$ cat src/rtl/banner_editor.sv
`default_nettype none
// ============================================================================
//  Module   : banner_editor
//  Purpose  : Three-button editor for a ten-digit BCD banner. Buttons are
//             synchronized and debounced. Their rising edges move a cursor
//             or increment/decrement the digit under it. The cursor digit
//             blinks through a registered blank mask while editing.
//  Ports    : clk        - system clock, rising edge
//             rst        - synchronous active-high reset
//             edit_en    - level enable for editing
//             btn_next   - raw pushbutton, advance cursor
//             btn_inc    - raw pushbutton, increment digit at cursor
//             btn_dec    - raw pushbutton, decrement digit at cursor
//             banner     - ten BCD digits, digit k at [4k+3:4k]
//             cursor     - index 0..9 of the digit being edited
//             blank_mask - bit k high blanks digit k on the display
//             changed    - one-cycle pulse when banner takes a new value
//  Revision : 1.0 - initial release
// ============================================================================
module banner_editor #(
    parameter int DEBOUNCE_CYCLES = 1000000,
    parameter int BLINK_CYCLES    = 25000000
) (
    input  logic        clk,
    input  logic        rst,
    input  logic        edit_en,
    input  logic        btn_next,
    input  logic        btn_inc,
    input  logic        btn_dec,
    output logic [39:0] banner,
    output logic [3:0]  cursor,
    output logic [9:0]  blank_mask,
    output logic        changed
);

    localparam int             c_DB_W      = $clog2(DEBOUNCE_CYCLES + 1);
    localparam int             c_BL_W      = $clog2(BLINK_CYCLES);
    localparam logic [c_DB_W-1:0] c_DB_LAST = c_DB_W'(DEBOUNCE_CYCLES - 1);
    localparam logic [c_BL_W-1:0] c_BL_LAST = c_BL_W'(BLINK_CYCLES - 1);
    localparam logic [39:0]    c_BANNER_RST = 40'h0987654321;

    // Button index: 0 = next, 1 = inc, 2 = dec
    logic [2:0] w_raw;
    logic [2:0] w_press;

    assign w_raw = {btn_dec, btn_inc, btn_next};

    // ------------------------------------------------------------------------
    // Per-button synchronizer, debouncer and press-edge detector
    // ------------------------------------------------------------------------
    for (genvar g = 0; g < 3; g++) begin : g_btn
        logic              r_s1;
        logic              r_s2;
        logic              r_deb;
        logic              r_deb_d;
        logic              r_armed;
        logic [1:0]        r_vld;
        logic [c_DB_W-1:0] r_cnt;

        always_ff @(posedge clk) begin
            if (rst) begin
                r_s1    <= 1'b0;
                r_s2    <= 1'b0;
                r_deb   <= 1'b0;
                r_deb_d <= 1'b0;
                r_armed <= 1'b0;
                r_vld   <= 2'b00;
                r_cnt   <= '0;
            end else begin
                r_s1    <= w_raw[g];
                r_s2    <= r_s1;
                r_deb_d <= r_deb;
                // r_vld marks when r_s2 holds a real post-reset sample.
                // A button is armed only once it has been seen released,
                // so one held through reset cannot fire a press.
                r_vld   <= {r_vld[0], 1'b1};
                if (r_vld[1] && !r_s2) begin
                    r_armed <= 1'b1;
                end
                // Count consecutive cycles the synchronized level disagrees
                // with the accepted level; any agreement restarts the count.
                if (r_s2 != r_deb) begin
                    if (r_cnt == c_DB_LAST) begin
                        r_deb <= r_s2;
                        r_cnt <= '0;
                    end else begin
                        r_cnt <= r_cnt + 1'b1;
                    end
                end else begin
                    r_cnt <= '0;
                end
            end
        end

        assign w_press[g] = r_deb & ~r_deb_d & r_armed;
    end

    // ------------------------------------------------------------------------
    // Edit datapath
    // ------------------------------------------------------------------------
    logic [39:0]       r_banner;
    logic [3:0]        r_cursor;
    logic [9:0]        r_blank;
    logic              r_changed;
    logic [c_BL_W-1:0] r_blink_cnt;
    logic              r_blink_phase;

    logic              w_next;
    logic              w_inc;
    logic              w_dec;
    logic [3:0]        w_old_digit;
    logic [3:0]        w_new_digit;
    logic              w_digit_edit;
    logic [39:0]       w_banner_next;
    logic [3:0]        w_cursor_next;
    logic [c_BL_W-1:0] w_blink_cnt_next;
    logic              w_blink_phase_next;
    logic [9:0]        w_blank_next;

    // Presses are dropped while editing is disabled; debouncers keep running.
    assign w_next = w_press[0] & edit_en;
    assign w_inc  = w_press[1] & edit_en;
    assign w_dec  = w_press[2] & edit_en;

    always_comb begin
        w_old_digit = 4'd0;
        for (int k = 0; k < 10; k++) begin
            if (r_cursor == 4'(k)) begin
                w_old_digit = r_banner[4*k +: 4];
            end
        end

        // Simultaneous inc and dec cancel. Out-of-range digits are folded
        // back into 0..9 so the banner can never hold a non-BCD value.
        w_new_digit  = w_old_digit;
        w_digit_edit = 1'b0;
        if (w_inc && !w_dec) begin
            w_digit_edit = 1'b1;
            w_new_digit  = (w_old_digit >= 4'd9) ? 4'd0 : w_old_digit + 4'd1;
        end else if (w_dec && !w_inc) begin
            w_digit_edit = 1'b1;
            w_new_digit  = (w_old_digit == 4'd0 || w_old_digit > 4'd9) ?
                           4'd9 : w_old_digit - 4'd1;
        end

        // Edit applies at the old cursor even if next fires in this cycle.
        w_banner_next = r_banner;
        for (int k = 0; k < 10; k++) begin
            if (w_digit_edit && (r_cursor == 4'(k))) begin
                w_banner_next[4*k +: 4] = w_new_digit;
            end
        end

        w_cursor_next = r_cursor;
        if (w_next) begin
            w_cursor_next = (r_cursor >= 4'd9) ? 4'd0 : r_cursor + 4'd1;
        end
    end

    // ------------------------------------------------------------------------
    // Cursor blink
    // ------------------------------------------------------------------------
    always_comb begin
        w_blink_cnt_next   = r_blink_cnt;
        w_blink_phase_next = r_blink_phase;
        if (!edit_en) begin
            w_blink_cnt_next   = '0;
            w_blink_phase_next = 1'b1;
        end else if (r_blink_cnt == c_BL_LAST) begin
            w_blink_cnt_next   = '0;
            w_blink_phase_next = ~r_blink_phase;
        end else begin
            w_blink_cnt_next   = r_blink_cnt + 1'b1;
        end

        // Built from next-state values so the registered mask lines up with
        // the cursor and phase registers updated on the same edge.
        if (edit_en && !w_blink_phase_next) begin
            w_blank_next = 10'd1 << w_cursor_next;
        end else begin
            w_blank_next = 10'd0;
        end
    end

    always_ff @(posedge clk) begin
        if (rst) begin
            r_banner      <= c_BANNER_RST;
            r_cursor      <= 4'd0;
            r_blank       <= 10'd0;
            r_changed     <= 1'b0;
            r_blink_cnt   <= '0;
            r_blink_phase <= 1'b1;
        end else begin
            r_banner      <= w_banner_next;
            r_cursor      <= w_cursor_next;
            r_blank       <= w_blank_next;
            r_changed     <= w_digit_edit;
            r_blink_cnt   <= w_blink_cnt_next;
            r_blink_phase <= w_blink_phase_next;
        end
    end

    assign banner     = r_banner;
    assign cursor     = r_cursor;
    assign blank_mask = r_blank;
    assign changed    = r_changed;

endmodule
`default_nettype wire

$ cat config.mk
export PLATFORM = sky130hd
export DESIGN_NAME = banner_editor
export DESIGN_NICKNAME = d
export VERILOG_FILES = /design/src/rtl/banner_editor.sv
export SDC_FILE = /design/constraint.sdc
export NUM_CORES = 1
export LEC_CHECK = 0
export ABC_AREA = 0
export CAP_MARGIN = 20
export CORE_ASPECT_RATIO = 1.25
export CORE_MARGIN = 4
export CORE_UTILIZATION = 30
export CTS_CLUSTER_SIZE = 24
export DETAILED_ROUTE_END_ITERATION = 6
export PLACE_DENSITY_LB_ADDON = 0.2
export RECOVER_POWER = 25
export SKIP_LAST_GASP = 1
export SYNTH_ARGS = -nofsm -noshare
export SYNTH_HDL_FRONTEND = slang
export SYNTH_SLANG_ARGS = --single-unit
$ cat constraint.sdc
create_clock -name clk -period 2.9 [get_ports clk]
set_input_delay 0.58 -clock clk [delete_from_list [all_inputs] [get_ports clk]]
set_output_delay 0.58 -clock clk [all_outputs]
set_load 0.02 [all_outputs]
==> results.json, run 1 <==
{
  "netlist_instances": 812,
  "clock_sinks": 158,
  "drtIter0Drc": 312,
  "row_count": 62,
  "crit_path_start": "cursor[0]$_SDFF_PP0_",
  "end_kind": "register",
  "nNetsFinal": 946,
  "cts_buffers": 17,
  "worstMarginPinSlew_ns": 0.852,
  "hold_buffers": 0,
  "finalMaxSlewViolations": 0,
  "htreeDepth": 4,
  "root_buffer": "clkbuf_16",
  "path_class": "reg2reg",
  "synth-edff-count": 0,
  "drt_wl_total_mm": 18.3,
  "syn_nets": 833,
  "power.total_uw": 4450,
  "drt-vias-per-instance": 4.89,
  "synth.most_common_cell": "dfxtp_1",
  "insertedDiodeCount": 0,
  "syn_area_per_cell_sq_um": 8.58,
  "yosys.area.top_type_share_pct": 45.4,
  "fin_area_sq_um": 9160,
  "dpl.cell_count": 1184,
  "drive_above_1_share_pct": 16.4,
  "grt_pass1_wl_mm": 29.2,
  "timing.hold.ws_ns": 0.436,
  "yosys-top-cells-count": "dfxtp_1 (158), nor2_1 (139), a21oi_1 (48), nand3_1 (45), o21ai_0 (41)",
  "drt-wirelength-per-cell_microns": 14.9,
  "reg2reg_to": "banner[14]$_SDFFE_PP1P_",
  "fin_crit_sh_pct": 100,
  "critPathCapture": "banner[14]$_SDFFE_PP1P_",
  "ys_types": 64,
  "cp_max_fo": 5,
  "grt_pass1_vias": 5803,
  "rsz0062_at_grt": "true",
  "fmax_mhz": 344,
  "core_area_sq_um": 23000,
  "post_dp_cell_area_sq_um": 8250,
  "violations": "setup timing",
  "reg2reg_depth": 16,
  "yosysTopAreaCell": "dfxtp_1",
  "ys_top_cells_by_area": "dfxtp_1 (45%), nor2_1 (7.5%), xor2_1 (5.0%)",
  "die-area_sq_um": 25700,
  "crit_arrival_ns": 3.27,
  "setup_slack_ns": -0.00687,
  "grt-ovfl-total": 0,
  "grt_max_degree": 31,
  "chipHeight_microns": 178,
  "cp-start-kind": "register",
  "synthFlopType": "dfxtp_1",
  "hold_viol": 0,
  "p_leak_uw": 0.00325,
  "antenna_found_initial": 0,
  "cts_tree": "built",
  "fin_cells": 1226,
  "setup_viol": 1,
  "clk_path_buf_depth": 2,
  "p_per_area_nw_per_um2": 485,
  "clkSlewWorstSetupHoldPaths_ns": 0.07,
  "vdd_drop_max_v": 0.000396,
  "drv_cap": 0,
  "drc": 0,
  "first_pass_iters": 5,
  "required_ns": 3.26,
  "clock_latency_ns": 0.43,
  "hp-class": "reg2reg",
  "num_vias": 5994,
  "post-dp-hpwl_mm": 12.9,
  "netlist_area_sq_um": 6970,
  "seq_area_frac_synth_pct": 45.4,
  "synth_warnings": 0,
  "ioPinCount": 61,
  "port_buffers": 60,
  "initial_core_util_pct": 30.3,
  "synthToLayoutAreaGrowth_pct": 31.5,
  "worstReg2RegStart": "cursor[0]$_SDFF_PP0_",
  "outcome": "finished, violations left",
  "ys_ff_latch": 158,
  "fin_worst_skew_ns": 0.00863,
  "ant_nets": 0,
  "post-route-min-period_ns": 2.91,
  "place_congestion": 0.892,
  "relSlewSlack_pct": 43.2,
  "async_flop_share_pct": 0,
  "place_ws_ns": -0.103,
  "rrSetupSlack_ns": -0.007,
  "die_w_microns": 144,
  "track_usage_pct": 14.4
}
-- routing by layer --
| metal | part of all wire [%] | vias up | GRT usage [%] |
|---|---|---|---|
| met2 | 48 | 153 | 23.9 |
| li1 | - | 3032 | - |
| met5 | 0 | - | 0 |
| met3 | 4.6 | 37 | 3.81 |
| met4 | 3.7 | 0 | 6.61 |
| met1 | 44 | 2772 | 17.2 |
-- registers in the layout, indices dropped and copies added, names as in the netlist --
| signal | count |
|---|---|
| r_blink_phase | 1 |
| g_btn.r_deb_d | 3 |
| banner | 40 |
| changed | 1 |
| g_btn.r_armed | 3 |
| g_btn.r_s1 | 3 |
| g_btn.r_deb | 3 |
| cursor | 4 |
| blank_mask | 10 |
| g_btn.r_s2 | 3 |
| g_btn.r_vld | 2 |
| g_btn.r_cnt | 60 |
| r_blink_cnt | 25 |
-- how the worst min path moves through the flow --
stage / start / endpoint / slack (ns) / depth (start not counted)
2_1_floorplan: g_btn[0].r_s1$_SDFF_PP0_ / g_btn[0].r_s2$_SDFF_PP0_ / 0.41 / 1
3_3_place_gp: g_btn[0].r_vld[0]$_DFF_P_ / g_btn[2].r_vld[1]$_SDFF_PP0_ / 0.42 / 1
3_5_place_dp: g_btn[0].r_vld[0]$_DFF_P_ / g_btn[2].r_vld[1]$_SDFF_PP0_ / 0.42 / 1
4_1_cts: g_btn[0].r_vld[0]$_DFF_P_ / g_btn[2].r_vld[1]$_SDFF_PP0_ / 0.44 / 1
5_1_grt: g_btn[0].r_vld[0]$_DFF_P_ / g_btn[2].r_vld[1]$_SDFF_PP0_ / 0.47 / 1
6_report: g_btn[0].r_vld[0]$_DFF_P_ / g_btn[2].r_vld[1]$_SDFF_PP0_ / 0.44 / 1
-- stage by stage --
step	setup TNS, ns	util (%)
2_1_floorplan	0	-
3_3_place_gp	-0.248	35.9
3_5_place_dp	-1.37	35.9
4_1_cts	0	38.7
5_1_grt	-2.95	39.9
6_report	-0.00687	39.9
-- layout by cell type (no fill, tap or decap), types with 10 or more instances in the layout --
master           count
o21ai_0             39
nand3_1             45
a21oi_2             20
a21oi_1             36
and3_1              19
clkdlybuf4s50_1     37
inv_1               25
nand2_1             35
dlygate4sd3_1       22
xnor2_1             38
nor2_1             137
or3_1               10
xor2_1              40
nor2b_1             17
clkbuf_16           18
nand2b_1            12
dfxtp_1            156
nor3_1              32
nand4_1             12
buf_4               54
-- what timing repair did --
action / CTS / global route
buffers inserted: 2 / 7
gates cloned: 0 / 1
gates resized for setup: 13 / 43
pin swaps: 1 / 17
setup endpoints to repair: 20 / 40
-- critical path, stage by stage, from the launching register on --
cell,delay [ns]
dfxtp_4,0.39
inv_4,0.05
ha_4,0.16
or2_4,0.26
a221oi_4,0.19
a211oi_2,0.07
a221o_1,0.34
inv_2,0.13
ha_4,0.18
nand2b_4,0.06
o21ai_2,0.16
buf_4,0.15
buf_6,0.08
a21oi_2,0.04
or2_4,0.26
buf_12,0.15
a31oi_1,0.15
-- cells by family (layout without fill, tap and decap cells) --
logic type,after synthesis,count (layout),share of synthesized area [%]
AO/OA/AOI/OAI,140,140,12.7
XOR/XNOR,78,78,9.80
adder cells (fa/ha/maj),15,15,2.69
buffers and inverters,61,187,3.65
flip-flops,158,158,45.4
multiplexers,4,4,0.575
AND/OR/NAND/NOR,356,356,25.2
-- cell type report --
cell class                      count  area [sq um]
Clock buffer                       19           453
Clock inverter                     13           125
Fill cell                        2352         13800
Inverter                           29           114
Multi-Input combinational cell    593          3790
Sequential cell                   158          3170
Tap cell                          288           360
Timing Repair Buffer              126          1150
-- report_power, final --
| group | leakage [uW] | switching [uW] | total, uW | internal [uW] |
|---|---|---|---|---|
| Clock | 0.000283 | 964 | 2210 | 1240 |
| Combinational | 0.00169 | 35.6 | 52.6 | 17.0 |
| Sequential | 0.00128 | 7.18 | 2190 | 2180 |
| Total | 0.00325 | 1010 | 4450 | 3440 |
(Power assumes the default switching activity.)
==> run 2, diff against run 1 <==
- ABC_AREA: 0 -> 1
==> run 2 against run 1 <==
  * The run now ends clean
  * Global-route usage fell by 1.2 points
  * Final area rose by 1.1%
  * Register-to-register slack improved by 0.23 ns
  * Utilization fell by 1.2 points
  * Setup slack improved by 0.23 ns
  * Critical endpoint is now banner[5]$_SDFFE_PP1P_
==> results.json, run 2 <==
{
  "root_buffer": "clkbuf_16",
  "p_per_area_nw_per_um2": 491,
  "layout_commonest_cell": "inv_1",
  "nNetsFinal": 1172,
  "rsz0062_at_grt": "true",
  "chipHeight_microns": 183,
  "seqCellArea_sq_um": 3170,
  "grt_pass1_vias": 6216,
  "outcome": "complete, no violations",
  "path_cells": "inv_2 -> ha_4 -> nand2_2 -> o21ai_1 -> inv_1 -> nand2_1 -> nand3_1 -> nand2_1 -> nand2_1 -> nand2_1 -> nand2_1 -> a21oi_4 -> ha_2 -> or2_2 -> a21oi_1 -> nand2_2 -> nand2_4 -> nand2_1 -> nand2_1",
  "pwr-share-clk_pct": 50.6,
  "worstMarginPinSlew_ns": 0.583,
  "fin_worst_skew_ns": 0.00980,
  "largest_reg_flops": 60,
  "multiInputGateArea_sq_um": 3480,
  "drv_cap": 0,
  "yosys-top-cells-count": "inv_1 (191), nand2_1 (183), dfxtp_1 (158), nor2_1 (140), a21oi_1 (87)",
  "crit_slowest_cell": "dfxtp_2",
  "crit_top_cell": "nand2_1",
  "place_congestion": 0.826,
  "ys_types": 43,
  "hp-class": "reg2reg",
  "slowest_delay_ns": 0.36,
  "path_buf_inv": 2,
  "row_count": 63,
  "ys_top_cells_by_area": "dfxtp_1 (43%), inv_1 (9.7%), nand2_1 (9.3%)",
  "grt-ovfl-total": 0,
  "die_w_microns": 148,
  "netlist_area_sq_um": 7380,
  "seq_area_frac_synth_pct": 42.8,
  "post_dp_cell_area_sq_um": 8530,
  "die-area_sq_um": 27200,
  "syn_area_per_cell_sq_um": 7.01,
  "p_leak_uw": 0.00360,
  "fin_tns_setup_ns": 0,
  "ant_nets": 0,
  "clock_latency_ns": 0.42,
  "drive_above_1_share_pct": 9.88,
  "clkSlewWorstSetupHoldPaths_ns": 0.06,
  "drt_wl_total_mm": 17.5,
  "fin_crit_sh_pct": 92.2,
  "hold_viol": 0,
  "cpLargestDelayFamily": "simple AND/OR/NAND/NOR gates",
  "grt_pass1_wl_mm": 29.3,
  "synthFlopType": "dfxtp_1",
  "drtIter0Drc": 325,
  "p_comb_share_pct": 1.4,
  "crit_arrival_ns": 3.04,
  "final.fill_count": 2576,
  "dpl.cell_count": 1451,
  "grt_max_degree": 55,
  "port_buffers": 60,
  "async_flop_share_pct": 0,
  "synth_warnings": 0,
  "relSlewSlack_pct": 61.1,
  "cp_max_fo": 10,
  "yosys.area.top_type_share_pct": 42.8,
  "finalMaxSlewViolations": 0,
  "first_pass_iters": 5,
  "ys_ff_latch": 158,
  "fin_area_sq_um": 9270,
  "top_register": "g_btn.r_cnt",
  "clk_path_buf_depth": 2,
  "clock_sinks": 158,
  "drc": 0,
  "num_vias": 6581,
  "drt-wirelength-per-cell_microns": 11.8,
  "cts_buffers": 17,
  "fmax_mhz": 374,
  "htreeDepth": 4,
  "end_kind": "register",
  "setup_viol": 0,
  "power.total_uw": 4550,
  "fin_cells": 1489,
  "layout_common_cells": "inv_1 (189), nand2_1 (182), dfxtp_1 (154), nor2_1 (139), a21oi_1 (87)",
  "synth.most_common_cell": "inv_1",
  "post-dp-hpwl_mm": 12.8,
  "initial_core_util_pct": 30.8,
  "pwr-share-seq_pct": 48.1,
  "drt-vias-per-instance": 4.42,
  "p_int_uw": 3590,
  "cts_tree": "built",
  "p_switching_uw": 959,
  "post-route-min-period_ns": 2.67,
  "synth-edff-count": 0,
  "cp-start-kind": "register",
  "path_class": "reg2reg",
  "switching_share_pct": 21.1,
  "netlist_instances": 1053,
  "syn_nets": 1074,
  "synthToLayoutAreaGrowth_pct": 25.5,
  "core_area_sq_um": 24000,
  "track_usage_pct": 13.1,
  "timing.hold.ws_ns": 0.405,
  "antenna_found_initial": 1,
  "required_ns": 3.27,
  "insertedDiodeCount": 0,
  "vdd_drop_max_v": 0.000371,
  "yosysTopAreaCell": "dfxtp_1",
  "ioPinCount": 61
}
run 2: cell families (layout without fill, tap and decap cells):
group,Yosys count,after routing,share of synthesized area (%)
buffers and inverters,218,328,11.3
AO/OA/AOI/OAI,156,156,11.8
XOR/XNOR,14,14,1.66
flip-flops,158,158,42.8
adder cells (fa/ha/maj),15,15,2.54
AND/OR/NAND/NOR,492,493,29.9
run 2: area by class of cell:
class,instances,area share (%)
tap,325,4.39
clock buffer,20,4.82
timing repair buffer,94,9.14
inverter,202,8.18
sequential,158,34.2
clock inverter,12,1.73
multi-input combinational,678,37.6
run 2: through the flow:
step	setup WS (ns)	util, %
floorplan	0.140	-
global placement	0.0556	35.6
detailed placement	0.0427	35.6
CTS	0.0284	38.1
global route	-0.00842	38.7
finish	0.228	38.7
run 2: repair_timing:
item	4_1_cts	5_1_grt
gates resized for setup	0	23
setup buffers	0	5
hold endpoints to repair	0	0
hold buffers	0	0
setup endpoints to repair	0	40
run 2: path summary, 6_finish.rpt:
path                                                 from                           end  cells after the start  slack, ns
worst max register to register       cursor[0]$_SDFF_PP0_        banner[5]$_SDFFE_PP1P_                     19       0.23
worst max-delay path                 cursor[0]$_SDFF_PP0_        banner[5]$_SDFFE_PP1P_                     19       0.23
worst min-delay path            g_btn[0].r_vld[0]$_DFF_P_  g_btn[2].r_vld[1]$_SDFF_PP0_                      2       0.40
worst min register to register  g_btn[0].r_vld[0]$_DFF_P_  g_btn[2].r_vld[1]$_SDFF_PP0_                      2       0.40
run 2: tightest hold or removal path, delay by kind of cell, from the launching register on:
kind | cells | cell delay, ns
DFF | 1 | 0.30
buffers and inverters | 1 | 0.04
and+or+nand+nor | 1 | 0.03
run 2: metal layers:
layer	vias up	routed length, microns	GRT usage (%)
li1	3549	-	-
met1	2928	8130	16.0
met2	88	8530	23.0
met3	14	638	3.45
met4	2	189	3.44
met5	-	13	0
run 2: power by group through the flow:
stage	logic, uW	registers [uW]	clock network (uW)
after floorplan	39.8	2230	0
after global placement	64.5	2230	0
after detailed placement	64.5	2230	0
after CTS	64.6	2180	2380
after global routing	72.8	2180	2480
final	62.2	2190	2300
==> run 3, diff against run 2 <==
- CORE_UTILIZATION: 30 -> 52
==> run 3 against run 2 <==
  * Sequential cell count is the same
  * Final cell count shrank 11%
  * Sequential share of layout area grew 0.65 points
  * Via count grew 2.4%
  * Utilization grew 27 points
  * Combinational power shrank 6.3%
  * Largest cell class unchanged
  * Register-to-register slack lost 0.03 ns
  * Clock skew shrank 0.0044 ns
  * Critical path depth grew 5
  * Sequential power is essentially flat
  * Die area shrank 41%
  * Largest power group is now sequential cells
==> results.json, run 3 (synthesis gave the netlist of run 2 again) <==
{
  "place_congestion": 0.865,
  "track_usage_pct": 20.5,
  "port_buffers": 60,
  "pwr-share-seq_pct": 49.9,
  "topRoutingLayerUsed": "met4",
  "post-route-min-period_ns": 2.70,
  "antenna_found_initial": 0,
  "root_buffer": "clkbuf_16",
  "htreeDepth": 4,
  "p_int_uw": 3410,
  "cts_tree": "built",
  "seqCellArea_sq_um": 3170,
  "num_vias": 6739,
  "crit_arrival_ns": 3.03,
  "clkSlewWorstSetupHoldPaths_ns": 0.06,
  "p_per_area_nw_per_um2": 482,
  "row_count": 48,
  "critPathCapture": "banner[11]$_SDFFE_PP0P_",
  "vdd_drop_max_v": 0.000369,
  "grt_pass1_wl_mm": 27.4,
  "clock_sinks": 158,
  "timing.hold.ws_ns": 0.404,
  "fmax_mhz": 370,
  "hp-class": "reg2reg",
  "worstMarginPinSlew_ns": 0.614,
  "layout_commonest_cell": "inv_1",
  "first_pass_iters": 5,
  "initial_core_util_pct": 53.2,
  "post_dp_cell_area_sq_um": 8240,
  "die_w_microns": 115,
  "cp_max_fo": 5,
  "p_leak_uw": 0.00346,
  "post-dp-hpwl_mm": 11.3,
  "clk_path_buf_depth": 2,
  "drt-vias-per-instance": 5.07,
  "fin_cells": 1330,
  "layout_common_cells": "inv_1 (187), nand2_1 (179), dfxtp_1 (157), nor2_1 (139), a21oi_1 (87)",
  "fin_worst_skew_ns": 0.00538,
  "final.fill_count": 1220,
  "required_ns": 3.23,
  "drc": 0,
  "drt-wirelength-per-cell_microns": 12.1,
  "fin_tns_setup_ns": 0,
  "fin_area_sq_um": 9090,
  "worstReg2RegStart": "cursor[1]$_SDFF_PP0_",
  "drive_above_1_share_pct": 10.0,
  "chipHeight_microns": 141,
  "largest_reg_flops": 60,
  "outcome": "complete, no violations",
  "grt-ovfl-total": 0,
  "finalMaxSlewViolations": 0,
  "p_switching_uw": 969,
  "fin_crit_sh_pct": 93.2,
  "rrSetupSlack_ns": 0.20,
  "drv_cap": 0,
  "clock_latency_ns": 0.43,
  "grt_pass1_vias": 6209,
  "pwr-share-clk_pct": 48.8,
  "postLayoutCoreUtil_pct": 65.5,
  "die-area_sq_um": 16200,
  "wl_met1_mm": 6.97,
  "relSlewSlack_pct": 58.7,
  "nNetsFinal": 1163,
  "end_kind": "register",
  "synthToLayoutAreaGrowth_pct": 23.1,
  "dpl.cell_count": 1287,
  "wl_met2_mm": 8.22,
  "setup_viol": 0,
  "hold_viol": 0,
  "cp-start-kind": "register",
  "crit_path_start": "cursor[1]$_SDFF_PP0_",
  "p_comb_share_pct": 1.3,
  "switching_share_pct": 22.1,
  "core_area_sq_um": 13900,
  "top_register": "g_btn.r_cnt",
  "ioPinCount": 61,
  "rsz0062_at_grt": "true",
  "hold_buffers": 0,
  "cts_buffers": 17,
  "reg2reg_depth": 24,
  "reg2reg_to": "banner[11]$_SDFFE_PP0P_",
  "insertedDiodeCount": 0,
  "drt_wl_total_mm": 16.1,
  "drtIter0Drc": 429,
  "grt_max_degree": 56,
  "multiInputGateArea_sq_um": 3580,
  "ant_nets": 0,
  "wl_met3_microns": 600,
  "path_class": "reg2reg"
}
==> run 3: what timing repair did <==
action / 4_1_cts / 5_1_grt
resized for setup: 0 / 44
setup buffers: 0 / 10
endpoints found under the setup margin: 0 / 41
==> run 3: final cells by class <==
class,instances,share of cell area (%)
clock inverters,14,1.50
multi-input cells,678,39.4
repair buffers,85,8.66
clock buffers,18,4.83
flip-flops and latches,158,34.8
well taps,175,2.41
inverters,202,8.40
==> run 3: per-layer routing <==
layer  vias up  global-route usage (%)
li1       3529                       -
met1      3052                    23.9
met2       130                    36.8
met3        28                    4.34
met4         0                    7.19
met5         -                       0
==> run 3: power by group through the flow <==
stage	sequential [uW]	combinational (uW)	clock [uW]
after floorplan	2230	39.8	0
final	2180	58.3	2140
after CTS	2190	59.2	2190
after global placement	2230	58.5	0
after detailed placement	2230	59.0	0
after global routing	2180	67.7	2280
==> run 3: per-stage QoR <==
step                      setup slack [ns]  total power [uW]
after floorplan                      0.140              2270
after global placement              0.0756              2290
after detailed placement            0.0694              2290
after CTS                           0.0397              4440
after global routing               -0.0181              4530
final                                0.198              4380
==> run 3: how the worst min path moves through the flow <==
stage                                   start                           end  slack (ns)  cells after the start
finish               g_btn[0].r_s1$_SDFF_PP0_      g_btn[0].r_s2$_SDFF_PP0_        0.40                      2
floorplan            g_btn[0].r_s1$_SDFF_PP0_      g_btn[0].r_s2$_SDFF_PP0_        0.39                      2
CTS                  g_btn[0].r_s1$_SDFF_PP0_      g_btn[0].r_s2$_SDFF_PP0_        0.41                      2
global route         g_btn[0].r_s1$_SDFF_PP0_      g_btn[0].r_s2$_SDFF_PP0_        0.43                      2
global placement    g_btn[0].r_vld[0]$_DFF_P_  g_btn[2].r_vld[1]$_SDFF_PP0_        0.39                      2
detailed placement   g_btn[0].r_s1$_SDFF_PP0_      g_btn[0].r_s2$_SDFF_PP0_        0.40                      2
==> run 3: critical path, stage by stage (launching register included) <==
cell and delay (ns):
dfxtp_1 0.32, buf_4 0.15, ha_4 0.18, nand2_4 0.10
nand2_1 0.06, inv_1 0.04, nand2_1 0.06, nand2_1 0.06
nand2_1 0.05, nand2_1 0.06, nand2_1 0.06, nand2_1 0.07
nand2_2 0.07, a21oi_4 0.21, buf_6 0.14, ha_1 0.16
nand3_1 0.11, nand2_2 0.09, nand2_1 0.08, nand2_4 0.13
nand2_8 0.08, nand2_4 0.11, nand3_1 0.09, nand2_1 0.09
inv_1 0.04
